File: src/rtl/sprite_queue.sv
// Show-ahead FIFO of {id, x, y, scale} sprite draw commands feeding the sprite distributor.
// The head entry is held in its own register so consumers see it with no read latency.
module sprite_queue #(
   parameter int DEPTH = 64,
   parameter int CNT_W = $clog2(DEPTH + 1)
) (
   input  logic             clock,
   input  logic             reset,
   input  logic             flush,
   input  logic             enq_valid,
   output logic             enq_ready,
   input  logic [7:0]       enq_sprite_id,
   input  logic [15:0]      enq_sprite_x,
   input  logic [15:0]      enq_sprite_y,
   input  logic [7:0]       enq_sprite_scale,
   input  logic             sprite_queue_dequeue,
   output logic             sprite_queue_is_empty,
   output logic [7:0]       sprite_queue_sprite_id,
   output logic [15:0]      sprite_queue_sprite_x,
   output logic [15:0]      sprite_queue_sprite_y,
   output logic [7:0]       sprite_queue_sprite_scale,
   output logic [CNT_W-1:0] count,
   output logic             overflow,
   output logic             underflow
);

   localparam int PTR_W = $clog2(DEPTH);
   localparam logic [CNT_W-1:0] DEPTH_C = CNT_W'(DEPTH);
   localparam logic [CNT_W-1:0] ONE_C   = CNT_W'(1);

   logic [47:0]      mem [DEPTH];
   logic [PTR_W-1:0] rd_ptr;
   logic [PTR_W-1:0] wr_ptr;
   logic [PTR_W-1:0] rd_ptr_inc;
   logic [CNT_W-1:0] cnt;
   logic [CNT_W-1:0] cnt_nxt;
   logic             full;
   logic             empty;
   logic [47:0]      head;
   logic [47:0]      head_nxt;
   logic [47:0]      enq_data;
   logic             do_enq;
   logic             do_deq;

   assign enq_data   = {enq_sprite_id, enq_sprite_x, enq_sprite_y, enq_sprite_scale};
   assign enq_ready  = !full;
   assign do_enq     = enq_valid && !full && !flush;
   assign do_deq     = sprite_queue_dequeue && !empty && !flush;
   assign rd_ptr_inc = rd_ptr + PTR_W'(1);

   always_comb begin
      cnt_nxt = cnt;
      if (do_enq && !do_deq)
         cnt_nxt = cnt + ONE_C;
      else if (do_deq && !do_enq)
         cnt_nxt = cnt - ONE_C;
   end

   // Head follows the pop: next stored entry, or the incoming one when it
   // would otherwise be the only entry left.
   always_comb begin
      head_nxt = head;
      if (do_deq) begin
         if (cnt == ONE_C) begin
            if (do_enq)
               head_nxt = enq_data;
         end else begin
            head_nxt = mem[rd_ptr_inc];
         end
      end else if (do_enq && empty) begin
         head_nxt = enq_data;
      end
   end

   always_ff @(posedge clock) begin
      if (reset) begin
         rd_ptr    <= '0;
         wr_ptr    <= '0;
         cnt       <= '0;
         full      <= 1'b0;
         empty     <= 1'b1;
         head      <= '0;
         overflow  <= 1'b0;
         underflow <= 1'b0;
      end else if (flush) begin
         rd_ptr <= '0;
         wr_ptr <= '0;
         cnt    <= '0;
         full   <= 1'b0;
         empty  <= 1'b1;
         head   <= '0;
      end else begin
         if (do_enq)
            wr_ptr <= wr_ptr + PTR_W'(1);
         if (do_deq)
            rd_ptr <= rd_ptr_inc;
         cnt   <= cnt_nxt;
         full  <= (cnt_nxt == DEPTH_C);
         empty <= (cnt_nxt == '0);
         head  <= head_nxt;
         // A refused push alongside a pop is a normal retry, not an overflow.
         if (enq_valid && full && !sprite_queue_dequeue)
            overflow <= 1'b1;
         if (sprite_queue_dequeue && empty)
            underflow <= 1'b1;
      end
   end

   always_ff @(posedge clock) begin
      if (!reset && do_enq)
         mem[wr_ptr] <= enq_data;
   end

   assign sprite_queue_is_empty     = empty;
   assign count                     = cnt;
   assign sprite_queue_sprite_id    = head[47:40];
   assign sprite_queue_sprite_x     = head[39:24];
   assign sprite_queue_sprite_y     = head[23:8];
   assign sprite_queue_sprite_scale = head[7:0];

endmodule

File: config.mk
export PLATFORM = sky130hd
export DESIGN_NAME = sprite_queue
export DESIGN_NICKNAME = d
export VERILOG_FILES = /design/src/rtl/sprite_queue.sv
export SDC_FILE = /design/constraint.sdc
export NUM_CORES = 2
export LEC_CHECK = 0
export ABC_AREA = 1
export CORE_UTILIZATION = 50
export CTS_BUF_LIST = sky130_fd_sc_hd__clkbuf_8
export CTS_CLUSTER_SIZE = 40
export DETAILED_ROUTE_END_ITERATION = 6
export GPL_ROUTABILITY_DRIVEN = 0
export PLACE_DENSITY_LB_ADDON = 0.1
export SKIP_LAST_GASP = 1
export SLEW_MARGIN = 10
export SYNTH_ARGS = -nofsm -noshare
export SYNTH_HDL_FRONTEND = slang
export SYNTH_SLANG_ARGS = --single-unit
File: constraint.sdc
create_clock -name clock -period 3.61 [get_ports clock]
set_input_delay 0.361 -clock clock [delete_from_list [all_inputs] [get_ports clock]]
set_output_delay 0.361 -clock clock [all_outputs]
set_load 0.05 [all_outputs]
Word-level counts from Yosys, hierarchy flattened
Memory sizes are Yosys's and may differ from the RTL's. Cells that the tools add are included. W data, S select, Z words.

Register bits: 71. Bits in writable memories: 3072. Bits of input ports: 53. Output and inout port bits: 59. Word-level logic and storage cells: 49. Memories kept: 1.

Add/subtract/negate cells: 4. Eq/ne operators: 3. Muxes and demuxes: 8. Bitwise gates (word level): 1. Reductions and logical operators: 24.

Memories: mem (words 64, bits a word 48, rd ports 1, clocked after Yosys merged registers in 0, write ports 1, RTL line 31) `logic [47:0] mem [DEPTH];`.

Operators with widths (number): $mux W48 (4); $mux W7 (2); $add A6 B1 Y6 const B (2); $logic_and A1 B1 Y1 (11); $add A7 B1 Y7 const B (1); $eq A7 B1 Y1 const B (1); $eq A7 B7 Y1 const B (1); $logic_not A1 Y1 (7); $logic_not A7 Y1 (1); $sub A7 B1 Y7 const B (1); $reduce_and A2 Y1 (3); $ne A3 B3 Y1 const B (1); $mux W1 (2); $reduce_bool A2 Y1 (1); $reduce_or A2 Y1 (1); $not A1 Y1 (1).

Depth between registers and ports, before layout
Depth in word-level cells: 8. Depth in mapped cells: 15.

Least setup slack after synthesis
Ideal clock, no wire load.

Path kind: register to register. Start point: register full. End point: memory mem[0][0] (enable). Data arrival time: 3.507 ns. Required time: 3.156 ns. Setup slack: -0.351 ns. Stages on the path, launching flop included: 6. Clock period less this slack: 3.961 ns. Path through: dfxtp_1 inv_1 nand2_1 nor3_1 nand3_1 nor2_1.

Cells in the longest elaborated chain, start to end: 6.

Ends and longest elaborated chain: start, declared (RTL line 37) `logic full;`; start signal, assigned (RTL line 98) `full <= (cnt_nxt == DEPTH_C);`; $logic_not A1 Y1; net enq_ready (RTL line 11) `output logic enq_ready,`; $logic_and A1 B1 Y1 (2 in a row) (RTL line 47) `assign do_enq = enq_valid && !full && !flush;`; $logic_and A1 B1 Y1 (RTL line 110) `if (!reset && do_enq)`; $mux W1 (RTL line 110); $mux W1 (not written as such) (RTL line 111) `mem[wr_ptr] <= enq_data;`; end, declared (RTL line 31).

The timed path passes the listed nets, and every way through them passes these cells.

Worst setup path in the final report
Start point: register rd_ptr[0]. End point: register head[40].

Cells in the longest elaborated chain, start to end: 4.

Ends and longest elaborated chain: start, declared (RTL line 32) `logic [PTR_W-1:0] rd_ptr;`; start signal, assigned (RTL line 96) `rd_ptr <= rd_ptr_inc;`; $add A6 B1 Y6 (RTL line 49) `assign rd_ptr_inc = rd_ptr + PTR_W'(1);`; $mem_v2 Z64 W48; $mux W48 (RTL line 64) `if (cnt == ONE_C) begin`; $mux W48 (RTL line 63) `if (do_deq) begin`; end signal, assigned (RTL line 100) `head <= head_nxt;`; end, declared (RTL line 39) `logic [47:0] head;`.

Every way passes these cells. A chain may end at the register's enable or synchronous reset.

==> flow_metrics.env <==
export IMPL_status="completed"
export IMPL_row_count=184
export IMPL_grt_pass1_wl_mm=590
export IMPL_synth_distinct_cells=31
export IMPL_hold_viol_final=0
export IMPL_worstSetupPathType="reg -> reg"
export IMPL_syn_inst=10500
export IMPL_hpwl_mm=221
export IMPL_antenna_found_initial=16
export IMPL_crit_family="buffers and inverters"
export IMPL_syn_nets=10600
export IMPL_maxCapViolCount=0
export IMPL_syn_area_per_cell_um2=12.0
export IMPL_p_total_uw=72000
export IMPL_drive_above_1_share=0.107
export IMPL_synth_seq_area_share=0.743
export IMPL_syn_to_final_growth_pct=14.3
export IMPL_fin_cells=14700
export IMPL_fmax_mhz=312
export IMPL_initialDrtViolationCount=11400
export IMPL_vias_per_cell=5.93
export IMPL_cpPeakStageDelay_ns=0.48
export IMPL_synth_edf_count=3072
export IMPL_dpl_cell_count=13700
export IMPL_wl_per_cell_um=28.0
export IMPL_fin_ws_ns=0.403
export IMPL_critPathArrivalTime_ns=4.12
export IMPL_grt_pass1_vias=82900
export IMPL_totalWireLength_mm=412
export IMPL_grt_max_degree=180
export IMPL_finalInstanceArea_um2=144000
export IMPL_final_nets=11000
export IMPL_io_buffers=111
export IMPL_p_leak_uw=0.0509
export IMPL_hold_path_class="in -> reg"
export IMPL_synth_seq_cells=3143
export IMPL_path_max_fanout=75
export IMPL_worst_path_buf_inv=4
export IMPL_netSwitchingPower_uw=16100
export IMPL_final_setup_tns_ns=0
export IMPL_vdd_drop_max_mv=0.311
export IMPL_num_vias=87300
export IMPL_tightest_slew_ns=1.26
export IMPL_dieArea_um2=254000
export IMPL_drt_first_pass_iters=7
export IMPL_cts_tree="built"
export IMPL_netlist_area_leader_share=0.732
export IMPL_synth_top_area_cell="edfxtp_1"
export IMPL_clk_latency_ns=1.09
export IMPL_dp_slack_ns=0.239
export IMPL_async_flop_share=0
export IMPL_cts_sinks=3143
export IMPL_pwr_share_comb=0.032
export IMPL_die_y_um=504
export IMPL_fin_worst_skew_ns=0.0909
export IMPL_drc=0
export IMPL_slew_headroom=0.157
export IMPL_ys_top_cells_by_count="3,404 x nand2_1, 3,072 x edfxtp_1, 2,943 x nand3_1, 483 x buf_2, 186 x nor2_1"
export IMPL_start_util=0.503
export IMPL_yosys_top_cells_area="edfxtp_1 73%, nand3_1 12%, nand2_1 10%"
export IMPL_ctsHtreeMaxLevel=6
export IMPL_cts_buffer_depth=4
export IMPL_cts_root_buf="clkbuf_8"
export IMPL_clockPowerShare=0.410
export IMPL_grt_use_total=0.320
export IMPL_synth_ff_type="edfxtp_1"
export IMPL_cts_buffers=543
export IMPL_powerDensity_nw_per_um2=499
export IMPL_post_route_period_util=0.888
export IMPL_netlist_area_um2=126000
export IMPL_core_area_um2=251000
export IMPL_slowest_stage="dfxtp_4"
export IMPL_ctsResizeCount=0
export IMPL_setup_viol=0
export IMPL_cp_cell_sequence="buf_12 > inv_16 > buf_12 > buf_4 > nand2_1 > nand3_1 > nand3_1 > nand3_1 > nand3_1 > nand2_1 > nand2_1 > nand3_1 > nand2_1 > a21oi_1"
export IMPL_fin_crit_ns=3.21
export IMPL_post_cts_repair_setup_buffers=0
export IMPL_postCtsHoldBufs=42
export IMPL_antenna_left=0
export IMPL_overflow=0
export IMPL_synth_most_common_cell="nand2_1"
export IMPL_clk_pin_slew_ns=0.06
export IMPL_rsz0062_at_grt="false"
export IMPL_internal_power_uw=55900
export IMPL_die_x_um=504
export IMPL_cp_common_cell="nand3_1"
export IMPL_ys_warnings_count=0
export IMPL_seqPwrFrac=0.558
export IMPL_startpoint_type="flop"
export IMPL_switching_share=0.223
export IMPL_required_ns=4.53
export IMPL_drv_slew=0
export IMPL_ioPinCount=112
export IMPL_end_kind="flop"
export IMPL_place_area_um2=134000
[power groups by stage]
stage	sequential (uW)	combinational, uW	clock, uW
floorplan	40900	918	0
global placement	40900	2200	0
detailed placement	40900	2230	0
CTS	40100	2280	29900
global route	40100	2450	31400
finish	40100	2300	29500
[state kept, by name, indices dropped and copies added (netlist names)]
signal and flops:
rd_ptr 6, count 7, mem 3072, head 48
wr_ptr 6, full 1, sprite_queue_is_empty 1, overflow 1
underflow 1
[metrics by stage]
step,utilization,hold slack [ns]
floorplan,-,0.433
global placement,0.534,0.464
detailed placement,0.534,0.469
CTS,0.574,0.00295
global route,0.574,0.0610
finish,0.574,0.0825
[logic make-up (layout without fill, tap and decap cells)]
logic type                 count (synthesis)  count (layout)  share of synthesized area
adders and majority gates                  5               5                   0.000496
other                                      0              12                          0
buffers and inverters                    738            1569                     0.0286
DFF                                     3143            3143                      0.743
AOI/OAI and AO/OA                         75              75                    0.00308
and+or+nand+nor                         6550            6550                      0.225
xor gates and xnor gates                   7               7                   0.000486
[cells in the final DEF (no fill, tap or decap), types with 2 or more instances in the layout]
cell type / netlist / final
clkbuf_8: 0 / 578
diode_2: 0 / 12
nand4_1: 6 / 6
clkinv_1: 1 / 108
clkdlybuf4s50_1: 0 / 63
inv_2: 6 / 2
clkinv_2: 1 / 30
dfxtp_1: 71 / 70
nand2_1: 3404 / 3402
o21ai_1: 2 / 2
nor2_1: 186 / 122
inv_1: 34 / 221
buf_12: 0 / 189
buf_4: 58 / 248
o21ai_0: 11 / 11
clkinvlp_4: 0 / 15
nand2_8: 0 / 2
edfxtp_1: 3072 / 3072
ha_1: 5 / 4
nor3_1: 4 / 4
nor2_4: 1 / 66
a21oi_1: 57 / 57
nand3_1: 2943 / 2943
buf_2: 483 / 46
xor2_1: 7 / 6
bufinv_16: 0 / 7
dlygate4sd3_1: 0 / 44
nand2_4: 0 / 2
inv_6: 0 / 12
inv_8: 0 / 4
[worst register-to-register path, cell delays in order (launching register included)]
cell and delay [ns]:
dfxtp_4 0.48, buf_12 0.34, inv_16 0.26, buf_12 0.51
buf_4 0.29, nand2_1 0.09, nand3_1 0.13, nand3_1 0.15
nand3_1 0.08, nand3_1 0.09, nand2_1 0.06, nand2_1 0.06
nand3_1 0.08, nand2_1 0.31, a21oi_1 0.11
[cell type report]
cell class / instances / area, um^2
Fill cell: 20700 / 107000
Sequential cell: 3143 / 93700
Multi-Input combinational cell: 6637 / 29400
Clock buffer: 578 / 7960
Timing Repair Buffer: 590 / 6950
Tap cell: 3348 / 4190
Clock inverter: 359 / 1710
Inverter: 42 / 196
Antenna cell: 12 / 30.0
[metal layers]
metal / GRT usage / share of wire
met1: 0.447 / 0.40
met2: 0.490 / 0.46
met3: 0.0565 / 0.096
met4: 0.150 / 0.048
met5: 0 / 0.000090
[final timing paths]
check,startpoint,endpoint,depth (start not counted),slack [ns]
setup / recovery,rd_ptr[0],head[40],14,0.40
setup reg to reg,rd_ptr[0],head[40],14,0.40
hold / removal,enq_sprite_x[7],mem[24][31],1,0.08
hold reg to reg,head[40],head[40],2,0.48
Power figures use the tool's default switching activity.
